File: config.mk
export PLATFORM = sky130hd
export DESIGN_NAME = wb_stage
export DESIGN_NICKNAME = d
export VERILOG_FILES = /design/src/rtl/wb_stage.sv
export SDC_FILE = /design/constraint.sdc
export NUM_CORES = 1
export LEC_CHECK = 0
export BUFFER_PORTS_ARGS = -buffer_cell sky130_fd_sc_hd__buf_2
export CORE_MARGIN = 3
export CORE_UTILIZATION = 41
export CTS_CLUSTER_DIAMETER = 120
export DETAILED_ROUTE_END_ITERATION = 12
export PLACE_DENSITY = 0.86
export SYNTH_ARGS = -nofsm -noshare
export SYNTH_HDL_FRONTEND = slang
export SYNTH_SLANG_ARGS = --single-unit
File: constraint.sdc
create_clock -name clk -period 1.6 [get_ports clk]
set_input_delay 0.16 -clock clk [delete_from_list [all_inputs] [get_ports clk]]
set_output_delay 0.16 -clock clk [all_outputs]
set_load 0.02 [all_outputs]
File: src/rtl/wb_stage.sv
// wb_stage: MEM/WB pipeline register and write-back unit.
//
// Drives the register-file write port. It captures the MEM-stage result every
// cycle, extracts sub-word load data, redirects jal/jalr link writes to $31 and
// counts retired instructions. The write data is fully formed before the
// register, so every output comes straight from a flop.
//
// Ports
//   clk           pipeline clock, rising edge
//   rst           synchronous reset, active-high
//   stall         hold all WB registers this cycle
//   flush         insert a bubble into WB this cycle (wins over stall)
//   m_valid       MEM stage holds a real instruction
//   m_regwrite    instruction writes a GPR
//   m_memtoreg    1 = load data, 0 = ALU result
//   m_link        jal/jalr link write (forces dest to $31, data to pc+8)
//   m_ld_size     00 byte, 01 half, 10/11 word
//   m_ld_signed   sign-extend sub-word loads
//   m_byte_off    effective address bits [1:0]
//   m_dest        destination register from decode
//   m_alu_result  ALU output
//   m_mem_rdata   aligned word read from data memory
//   m_pc_plus8    link value
//   RegWrite      register-file write enable
//   W_addr        register-file write address
//   W_data        register-file write data
//   wb_valid      WB holds a real instruction
//   retire_count  instructions retired since reset (wraps silently)

module wb_stage #(
  parameter int width      = 32,
  parameter int addr_width = 5
) (
  input  logic                  clk,
  input  logic                  rst,
  input  logic                  stall,
  input  logic                  flush,
  input  logic                  m_valid,
  input  logic                  m_regwrite,
  input  logic                  m_memtoreg,
  input  logic                  m_link,
  input  logic [1:0]            m_ld_size,
  input  logic                  m_ld_signed,
  input  logic [1:0]            m_byte_off,
  input  logic [addr_width-1:0] m_dest,
  input  logic [width-1:0]      m_alu_result,
  input  logic [width-1:0]      m_mem_rdata,
  input  logic [width-1:0]      m_pc_plus8,
  output logic                  RegWrite,
  output logic [addr_width-1:0] W_addr,
  output logic [width-1:0]      W_data,
  output logic                  wb_valid,
  output logic [31:0]           retire_count
);

  localparam logic [addr_width-1:0] LINK_REG = {addr_width{1'b1}};

  logic                  regwrite_q, regwrite_d;
  logic [addr_width-1:0] w_addr_q, w_addr_d;
  logic [width-1:0]      w_data_q, w_data_d;
  logic                  wb_valid_q;
  logic [31:0]           retire_cnt_q;

  logic [7:0]            ld_byte;
  logic [15:0]           ld_half;
  logic [width-1:0]      ld_val;

  // Little-endian lane select; the half lane ignores byte_off[0] (no trap).
  always_comb begin
    ld_byte = m_mem_rdata[{m_byte_off, 3'b000} +: 8];
    ld_half = m_mem_rdata[{m_byte_off[1], 4'b0000} +: 16];
    case (m_ld_size)
      2'b00:   ld_val = {{(width-8){m_ld_signed & ld_byte[7]}}, ld_byte};
      2'b01:   ld_val = {{(width-16){m_ld_signed & ld_half[15]}}, ld_half};
      default: ld_val = m_mem_rdata;
    endcase
  end

  always_comb begin
    w_addr_d = m_link ? LINK_REG : m_dest;
    // $0 writes are dropped here as well as in the register file so the
    // write port never shows a spurious enable.
    regwrite_d = m_valid & (m_regwrite | m_link) & (w_addr_d != '0);
    if (m_link)
      w_data_d = m_pc_plus8;
    else if (m_memtoreg)
      w_data_d = ld_val;
    else
      w_data_d = m_alu_result;
  end

  always_ff @(posedge clk) begin
    if (rst) begin
      regwrite_q   <= 1'b0;
      w_addr_q     <= '0;
      w_data_q     <= '0;
      wb_valid_q   <= 1'b0;
      retire_cnt_q <= '0;
    end else if (flush) begin
      regwrite_q <= 1'b0;
      w_addr_q   <= '0;
      w_data_q   <= '0;
      wb_valid_q <= 1'b0;
    end else if (!stall) begin
      // A held write under stall simply rewrites the same value; harmless.
      regwrite_q <= regwrite_d;
      w_addr_q   <= w_addr_d;
      w_data_q   <= w_data_d;
      wb_valid_q <= m_valid;
      if (m_valid)
        retire_cnt_q <= retire_cnt_q + 32'd1;
    end
  end

  assign RegWrite     = regwrite_q;
  assign W_addr       = w_addr_q;
  assign W_data       = w_data_q;
  assign wb_valid     = wb_valid_q;
  assign retire_count = retire_cnt_q;

endmodule
==> results.json, run 1 <==
{
  "design.die.area_mm2": 0.01129,
  "gp_congestion": 0.9324,
  "fin_ws_ps": -91.53,
  "dr.pass1.iters": 5,
  "cellPowerDensity_mw_per_mm2": 703.8,
  "portBuffers": 184,
  "hold_viol": 0,
  "clk_latency_ps": 350,
  "worst_pin_slew_ps": 612.6,
  "fin_cells": 893,
  "synthArstFlopShare": 0,
  "root_buffer": "clkbuf_8",
  "intPower_mw": 2.928,
  "gr-usage-all-layers": 0.2586,
  "cts_hold_buf": 0,
  "finalInstanceArea_mm2": 0.005971,
  "drive_gt1_frac": 0.4149,
  "synth.most_common_cell": "dfxtp_1",
  "cts_sinks": 71,
  "overflow": 0,
  "wl_per_cell_um": 17.73,
  "synth_area_leader_cell": "dfxtp_1",
  "clk_pin_slew_ps": 90,
  "worstSetupPathType": "reg2reg",
  "peakVddDrop_v": 0.0005158,
  "drc": 0,
  "max_freq_mhz": 591.2,
  "fin_setup_tns_ps": -551.7,
  "drv_slew": 0,
  "ys_warn_count": 0,
  "crit_required_ps": 1890,
  "synth_edf_count": 0,
  "finClkSkew_ps": 16.83,
  "period_minus_slack_ps": 1692,
  "p_total_mw": 4.202,
  "vias": 5110,
  "netlist_area_mm2": 0.004123,
  "synth_area_leaders": "dfxtp_1 (34%), a21oi_1 (7.6%), nand2_1 (5.2%)",
  "die_w_um": 106.3,
  "die_h_um": 106.3,
  "cts_buffer_depth": 2,
  "placementRows": 35,
  "arrival_ps": 1980,
  "grt_pass1_vias": 5018,
  "syn-num-nets": 646,
  "min_path_type": "in2reg",
  "yosysSeqAreaShare": 0.3448,
  "dpl.cell_count": 864,
  "finalSetupViolCount": 14,
  "fin_nets": 874,
  "viasPerCell": 5.722,
  "synth_commonest_cells": "dfxtp_1 (71), a21oi_1 (63), nand2_1 (57), nor2_1 (47), clkbuf_1 (29)",
  "cp_max_fo": 5,
  "slew_headroom": 0.5908,
  "avgSynthCellArea_um2": 7.764,
  "synth_seq_cells": 71,
  "grt_setup_unrepaired": "true",
  "numCtsBuffers": 9,
  "synth_cells": 531,
  "wl_mm": 15.83,
  "fin_util": 0.6283,
  "ys.flop_type": "dfxtp_1",
  "violations": "negative setup slack",
  "critPathLaunchType": "register",
  "fin_crit_sh": 1.057,
  "switching_share": 0.3032,
  "grt_max_degree": 66,
  "syn_to_final_growth_pct": 44.83,
  "ant_nets": 0,
  "cts_tree": "done",
  "grt_antenna_before_repair": 0,
  "core_area_mm2": 0.009503,
  "grt_pass1_wl_mm": 23.60,
  "start_util": 0.4338,
  "clock_power_share": 0.377,
  "ys_types": 49,
  "cp-end-kind": "register",
  "place_area_mm2": 0.005588,
  "maxCapViolCount": 0,
  "comb_power_share": 0.190,
  "dp_hpwl_mm": 11.46,
  "antenna_cells": 0,
  "drt_iter0_drc": 294,
  "final.fill_count": 806,
  "leakage_nw": 2.690,
  "io_pins": 185,
  "seq_power_share": 0.433,
  "status": "finished, violations left",
  "post-synth-top-area-fraction": 0.3448,
  "htree_levels": 3,
  "power.net_switching_mw": 1.274
}
-- layer usage --
metal / track usage / part of all wire / vias up
li1: - / - / 2428
met3: 0.06740 / 0.094 / 48
met4: 0.1018 / 0.032 / 0
met1: 0.3038 / 0.39 / 2332
met5: 0 / 0 / -
met2: 0.4480 / 0.48 / 302
-- worst paths after layout --
| path | depth (start not counted) | to | startpoint | slack [ps] |
|---|---|---|---|---|
| max reg2reg | 5 | retire_count[26]$_SDFFE_PP0P_ | retire_count[16]$_SDFFE_PP0P_ | -90 |
| max | 5 | retire_count[26]$_SDFFE_PP0P_ | retire_count[16]$_SDFFE_PP0P_ | -90 |
| min reg2reg | 2 | RegWrite$_SDFFE_PP0N_ | RegWrite$_SDFFE_PP0N_ | 460 |
| min | 3 | W_addr[4]$_SDFFE_PP0N_ | m_dest[4] | 70 |
-- through the flow --
step,setup WS [ps],hold WS (ps)
finish,-91.53,67.43
global route,-165.7,67.06
CTS,-10.88,52.60
detailed placement,-101.1,429.4
global placement,-59.68,416.9
floorplan,-5.455,317.3
-- cell families after synthesis --
group | share of synthesized area
simple gates | 0.2209
compound gates | 0.2950
fa+ha+maj | 0.003034
flops | 0.3448
mux | 0.05493
xor+xnor | 0.02125
buf+inv | 0.06009
-- state kept, by name (all words and copies together), names as in the netlist --
register,flops
W_data,32
retire_count,32
W_addr,5
RegWrite,1
wb_valid,1
-- placed cells by master, fill, tap and decap left out, types with 4 or more instances in the layout --
master	n
or3_1	9
inv_1	17
o21bai_1	22
dfxtp_2	13
a21oi_1	60
nand2_1	57
and3_1	5
mux2i_1	17
nor3b_1	7
buf_4	66
and4_4	4
o31ai_1	17
and2_1	6
nand3_1	7
inv_6	4
clkbuf_8	10
nor2_1	47
dfxtp_1	50
a311oi_1	17
a221oi_1	8
xor2_1	7
buf_12	5
o2bb2ai_1	6
o22ai_1	12
or4_1	8
o211ai_1	7
nand4_1	15
dfxtp_4	8
o21ai_0	25
buf_2	185
-- power groups by stage --
stage / clock (mW) / combinational [mW] / sequential [mW]
global placement: 0 / 0.768 / 1.86
floorplan: 0 / 0.363 / 1.91
CTS: 1.60 / 0.790 / 1.82
detailed placement: 0 / 0.787 / 1.86
global route: 1.69 / 0.864 / 1.82
finish: 1.58 / 0.798 / 1.82
-- repair_timing --
action                     in CTS  in global routing
setup endpoints to repair      13                 19
gates resized for setup         7                 12
pin swaps                       6                 14
setup buffers                   3                  9
gates cloned                    2                  0
hold endpoints to repair        0                  0
-- critical path: stages, from the launching register on --
cell,delay (ps)
dfxtp_2,340
and4_4,240
nand4_1,190
buf_4,210
or4_1,500
a21oi_2,150
-- final cells by class --
| cell class | instances | area [um^2] | share of cell area |
|---|---|---|---|
| multi-input combinational | 399 | 2505 | 0.4195 |
| timing repair buffer | 259 | 1555 | 0.2605 |
| sequential | 71 | 1468 | 0.2458 |
| tap | 129 | 161.4 | 0.02703 |
| clock buffer | 10 | 137.6 | 0.02305 |
| clock inverter | 6 | 72.57 | 0.01215 |
| inverter | 19 | 71.32 | 0.01194 |
No activity file was read; power rests on OpenSTA's default activity.
==> run 2: changes to the inputs <==
--- a/config.mk
+++ b/config.mk
@@ -7,10 +7,11 @@
 export LEC_CHECK = 0
 export BUFFER_PORTS_ARGS = -buffer_cell sky130_fd_sc_hd__buf_2
 export CORE_MARGIN = 3
-export CORE_UTILIZATION = 41
+export CORE_UTILIZATION = 44
+export CTS_BUF_LIST = sky130_fd_sc_hd__clkbuf_4
 export CTS_CLUSTER_DIAMETER = 120
 export DETAILED_ROUTE_END_ITERATION = 12
-export PLACE_DENSITY = 0.86
+export PLACE_DENSITY = 0.9
 export SYNTH_ARGS = -nofsm -noshare
 export SYNTH_HDL_FRONTEND = slang
 export SYNTH_SLANG_ARGS = --single-unit
==> run 2 against run 1 <==
  * The flow still finishes with violations (negative setup slack)
  * Clock power is 31% lower
  * Largest power group unchanged
  * Final cell count is 0.56% higher
  * Utilization is 5.7 points higher
  * Register-to-register slack worse by 70 ps
  * Sequential share of layout area is 0.45 points lower
  * Critical path type unchanged
  * Via count is 5.6% higher
  * Highest routed layer unchanged
==> results.json, run 2 (synthesis gave the netlist of run 1 again) <==
{
  "grt_pass1_wl_mm": 24.50,
  "arrival_ps": 2100,
  "power.net_switching_mw": 1.224,
  "dr.pass1.iters": 5,
  "die_h_um": 102.8,
  "fin_ws_ps": -160.2,
  "viasPerCell": 6.011,
  "gp_congestion": 0.9384,
  "core_area_mm2": 0.008891,
  "syn_to_final_growth_pct": 47.89,
  "ff2ff_setup_slack_ps": -160,
  "period_minus_slack_ps": 1760,
  "io_pins": 185,
  "switching_share": 0.3280,
  "wl_per_cell_um": 18.39,
  "start_util": 0.4637,
  "design.die.area_mm2": 0.01057,
  "drive_gt1_frac": 0.4127,
  "crit_required_ps": 1940,
  "cp_max_fo": 6,
  "worstSetupPathType": "reg2reg",
  "htree_levels": 3,
  "fin_setup_tns_ps": -1241,
  "dpl.cell_count": 837,
  "maxCapViolCount": 0,
  "cts_tree": "done",
  "antenna_cells": 0,
  "max_freq_mhz": 568.1,
  "leakage_nw": 2.751,
  "critPathLaunchType": "register",
  "die_w_um": 102.8,
  "layout_commonest_cell": "buf_2",
  "grt_setup_unrepaired": "true",
  "fin_nets": 900,
  "placementRows": 34,
  "drv_slew": 0,
  "numCtsBuffers": 9,
  "comb_power_share": 0.219,
  "min_path_type": "in2reg",
  "finClkSkew_ps": 21.88,
  "vias": 5398,
  "clk_pin_slew_ps": 140,
  "portBuffers": 184,
  "finalSetupViolCount": 15,
  "grt_max_degree": 66,
  "wl_mm": 16.51,
  "cellPowerDensity_mw_per_mm2": 611.8,
  "drt_iter0_drc": 279,
  "clk_latency_ps": 430,
  "gr-usage-all-layers": 0.2926,
  "root_buffer": "clkbuf_4",
  "layout_common_cells": "buf_2 (185), buf_4 (72), a21oi_1 (61)",
  "seq_power_share": 0.489,
  "cp-end-kind": "register",
  "grt_pass1_vias": 5266,
  "slew_headroom": 0.5945,
  "violations": "negative setup slack",
  "status": "finished, violations left",
  "clock_power_share": 0.292,
  "peakVddDrop_v": 0.0003837,
  "cts_buffer_depth": 2,
  "grt_antenna_before_repair": 0,
  "overflow": 0,
  "worst_pin_slew_ps": 607.0,
  "fin_cells": 898,
  "final.fill_count": 694,
  "drc": 0,
  "ant_nets": 0,
  "fin_crit_sh": 1.100,
  "hold_viol": 0,
  "intPower_mw": 2.506,
  "cts_sinks": 71,
  "dp_hpwl_mm": 11.33
}
-- run 2: cell count changes in the layout (fill, tap and decap cells not counted), moves of 5 or more --
| cell | change |
|---|---|
| o31ai_1 | -5 |
| clkbuf_4 | +10 |
| clkbuf_8 | -10 |
| dlygate4sd3_1 | +21 |
| o31ai_2 | +5 |
| buf_4 | +6 |
-- run 2: critical path, stage by stage (launching register included) --
cell	delay, ps
dfxtp_2	390
and4_1	260
nand4_1	250
nor4_2	390
mux2_2	370
-- run 2: metal layers --
layer / vias up / share of wire / global-route usage
met5: - / 0 / 0
met4: 0 / 0.047 / 0.1524
met3: 73 / 0.094 / 0.06225
met2: 358 / 0.49 / 0.4960
met1: 2483 / 0.37 / 0.3476
li1: 2484 / - / -
-- run 2: worst paths after layout --
kind                                                     from  cells past startpoint                             to
worst min register to register         W_data[4]$_SDFFE_PP0N_                      2         W_data[4]$_SDFFE_PP0N_
worst max register to register  retire_count[25]$_SDFFE_PP0P_                      4  retire_count[31]$_SDFFE_PP0P_
worst max-delay path            retire_count[25]$_SDFFE_PP0P_                      4  retire_count[31]$_SDFFE_PP0P_
worst min-delay path                           m_pc_plus8[31]                      3        W_data[31]$_SDFFE_PP0N_
-- run 2: power by group through the flow --
| stage | registers, mW | clock network [mW] | logic (mW) |
|---|---|---|---|
| floorplan | 1.91 | 0 | 0.363 |
| global placement | 1.86 | 0 | 0.734 |
| detailed placement | 1.87 | 0 | 0.748 |
| CTS | 1.83 | 1.10 | 0.792 |
| global route | 1.83 | 1.21 | 0.881 |
| finish | 1.82 | 1.09 | 0.819 |
-- run 2: timing repair --
item / 4_1_cts / 5_1_grt
gates cloned: 1 / 2
pin swaps: 3 / 12
hold buffers: 20 / 1
setup buffers: 7 / 14
gates resized for setup: 10 / 18
endpoints found under the setup margin: 17 / 19
hold endpoints to repair: 15 / 1
-- run 2: stage by stage --
stage / power (mW) / hold slack, ps / setup slack, ps / instance area [um^2] / util
CTS: 3.722 / 1.006 / -18.23 / 5906 / 0.6642
finish: 3.730 / 30.74 / -160.2 / 6097 / 0.6858
global placement: 2.597 / 410.2 / -121.3 / 5492 / 0.6176
detailed placement: 2.614 / 432.0 / -178.8 / 5492 / 0.6176
global route: 3.921 / 0.4913 / -198.7 / 6097 / 0.6858
floorplan: 2.275 / 317.3 / -5.455 / 4178 / -
-- run 2: cell type report --
| class | instances | area [um^2] | area share |
|---|---|---|---|
| repair buffers | 284 | 1762 | 0.2889 |
| multi-input cells | 400 | 2537 | 0.4162 |
| well taps | 108 | 135.1 | 0.02216 |
| clock buffers | 10 | 75.07 | 0.01231 |
| inverters | 19 | 71.32 | 0.01170 |
| flip-flops and latches | 71 | 1471 | 0.2413 |
| clock inverters | 6 | 45.04 | 0.007388 |
==> run 3: changes to the inputs <==
--- a/config.mk
+++ b/config.mk
@@ -11,7 +11,7 @@
 export CTS_BUF_LIST = sky130_fd_sc_hd__clkbuf_4
 export CTS_CLUSTER_DIAMETER = 120
 export DETAILED_ROUTE_END_ITERATION = 12
-export PLACE_DENSITY = 0.9
+export PLACE_DENSITY = 0.82
 export SYNTH_ARGS = -nofsm -noshare
 export SYNTH_HDL_FRONTEND = slang
 export SYNTH_SLANG_ARGS = --single-unit
==> run 3 against run 2 <==
  * The flow still finishes with violations (negative setup slack)
  * Count of clock-buffer cells in the layout is 1 lower
  * Global-route usage is 0.77 points lower
  * Power is 1.3% higher
  * Via count is 2.9% lower
  * Critical path type unchanged
  * Largest cell class unchanged
==> results.json, run 3 (synthesis gave the netlist of run 1 again) <==
{
  "status": "finished, violations left",
  "layout_commonest_cell": "buf_2",
  "crit_required_ps": 1940,
  "ant_nets": 0,
  "drc": 0,
  "finalInstanceArea_mm2": 0.005956,
  "syn_to_final_growth_pct": 44.46,
  "violations": "negative setup slack",
  "grt_antenna_before_repair": 1,
  "cellPowerDensity_mw_per_mm2": 634.4,
  "dp_hpwl_mm": 11.62,
  "root_buffer": "clkbuf_4",
  "core_area_mm2": 0.008891,
  "reg2regPathDepth": 5,
  "fin_ws_ps": -145.6,
  "grt_setup_unrepaired": "true",
  "wl_per_cell_um": 18.46,
  "die_w_um": 102.8,
  "io_pins": 185,
  "period_minus_slack_ps": 1746,
  "finalSetupViolCount": 14,
  "finClkSkew_ps": 19.98,
  "fin_setup_tns_ps": -971.2,
  "switching_share": 0.3133,
  "numCtsBuffers": 9,
  "gp_congestion": 0.9718,
  "slew_headroom": 0.6064,
  "drive_gt1_frac": 0.4247,
  "fin_nets": 880,
  "worstSetupPathType": "reg2reg",
  "grt_pass1_wl_mm": 23.68,
  "hold_viol": 0,
  "die_h_um": 102.8,
  "intPower_mw": 2.595,
  "seq_power_share": 0.482,
  "viasPerCell": 5.955,
  "maxCapViolCount": 0,
  "design.die.area_mm2": 0.01057,
  "grt_max_degree": 66,
  "clock_power_share": 0.309,
  "wl_mm": 16.24,
  "portBuffers": 184,
  "clk_pin_slew_ps": 130,
  "drt_iter0_drc": 397,
  "start_util": 0.4637,
  "grt_pass1_vias": 4845,
  "layout_common_cells": "buf_2 (184), buf_4 (67), nand2_1 (56), a21oi_1 (56), dfxtp_1 (49)",
  "max_freq_mhz": 572.9,
  "cp-end-kind": "register",
  "cts_buffer_depth": 2,
  "fin_crit_sh": 1.091,
  "min_path_type": "in2reg",
  "cts_sinks": 71,
  "gr-usage-all-layers": 0.2849,
  "drv_slew": 0,
  "power.net_switching_mw": 1.184,
  "clk_latency_ps": 430,
  "overflow": 0,
  "worst_pin_slew_ps": 589.2,
  "peakVddDrop_v": 0.0003559,
  "p_total_mw": 3.779,
  "cts_tree": "done",
  "leakage_nw": 2.681,
  "htree_levels": 3,
  "critPathLaunchType": "register",
  "placementRows": 34,
  "cp_max_fo": 7,
  "place_area_mm2": 0.005507,
  "dr.pass1.iters": 5,
  "comb_power_share": 0.209,
  "arrival_ps": 2080,
  "hold_depth": 3,
  "vias": 5240
}
==> run 3: changes by cell type in the layout (fill, tap and decap cells not counted), sizes merged <==
cell,previous run,this run
diode,0,2
dlygate4sd3,21,6
bufinv,0,1
inv,19,17
buf,263,258
clkbuf,10,9
clkinv,5,7
==> run 3: stage by stage <==
| step | setup WS, ps | util | hold WS (ps) | instances |
|---|---|---|---|---|
| global route | -262.7 | 0.6696 | 18.06 | 879 |
| floorplan | -5.455 | - | 317.3 | 531 |
| global placement | -152.4 | 0.6193 | 421.6 | 839 |
| CTS | -47.63 | 0.6504 | 2.676 | 867 |
| finish | -145.6 | 0.6699 | 17.87 | 880 |
| detailed placement | -262.0 | 0.6193 | 436.7 | 839 |
==> run 3: layout make-up <==
class                   instances  area, um^2
fillers                       747        2935
inverters                      19       71.32
diodes                          2       5.005
well taps                     108       135.1
repair buffers                264        1580
multi-input cells             400        2561
clock inverters                 7       63.81
clock buffers                   9       67.56
flip-flops and latches         71        1471
==> run 3: what timing repair did <==
item                                    CTS  global route
setup buffers                             5            11
hold endpoints to repair                  6             0
gates cloned                              1             0
endpoints found under the setup margin   21            19
pin swaps                                 5            19
resized for setup                        10            26
hold buffers                              6             0
==> run 3: critical path, cell delays in order, from the launching register on <==
cell	delay (ps)
dfxtp_4	370
and4_4	260
buf_6	110
nand4_1	300
or3_1	450
a21oi_1	170
==> run 3: power groups by stage <==
stage | logic [mW] | clock network, mW | registers [mW]
finish | 0.789 | 1.17 | 1.82
global route | 0.851 | 1.23 | 1.83
CTS | 0.775 | 1.17 | 1.82
detailed placement | 0.758 | 0 | 1.86
global placement | 0.743 | 0 | 1.86
floorplan | 0.363 | 0 | 1.91
==> run 3: layer usage <==
| metal | vias to the layer above | wire, um | GRT usage |
|---|---|---|---|
| met2 | 304 | 7980 | 0.4911 |
| li1 | 2452 | - | - |
| met1 | 2438 | 6132 | 0.3436 |
| met3 | 46 | 1549 | 0.06698 |
| met4 | 0 | 579 | 0.1106 |
| met5 | - | 0 | 0 |
==> run 3: final timing paths <==
| kind | slack [ps] | endpoint | from |
|---|---|---|---|
| min reg2reg | 480 | W_data[6]$_SDFFE_PP0N_ | W_data[6]$_SDFFE_PP0N_ |
| min | 20 | W_data[25]$_SDFFE_PP0N_ | m_pc_plus8[25] |
| max reg2reg | -150 | retire_count[15]$_SDFFE_PP0P_ | retire_count[5]$_SDFFE_PP0P_ |
| max | -150 | retire_count[15]$_SDFFE_PP0P_ | retire_count[5]$_SDFFE_PP0P_ |
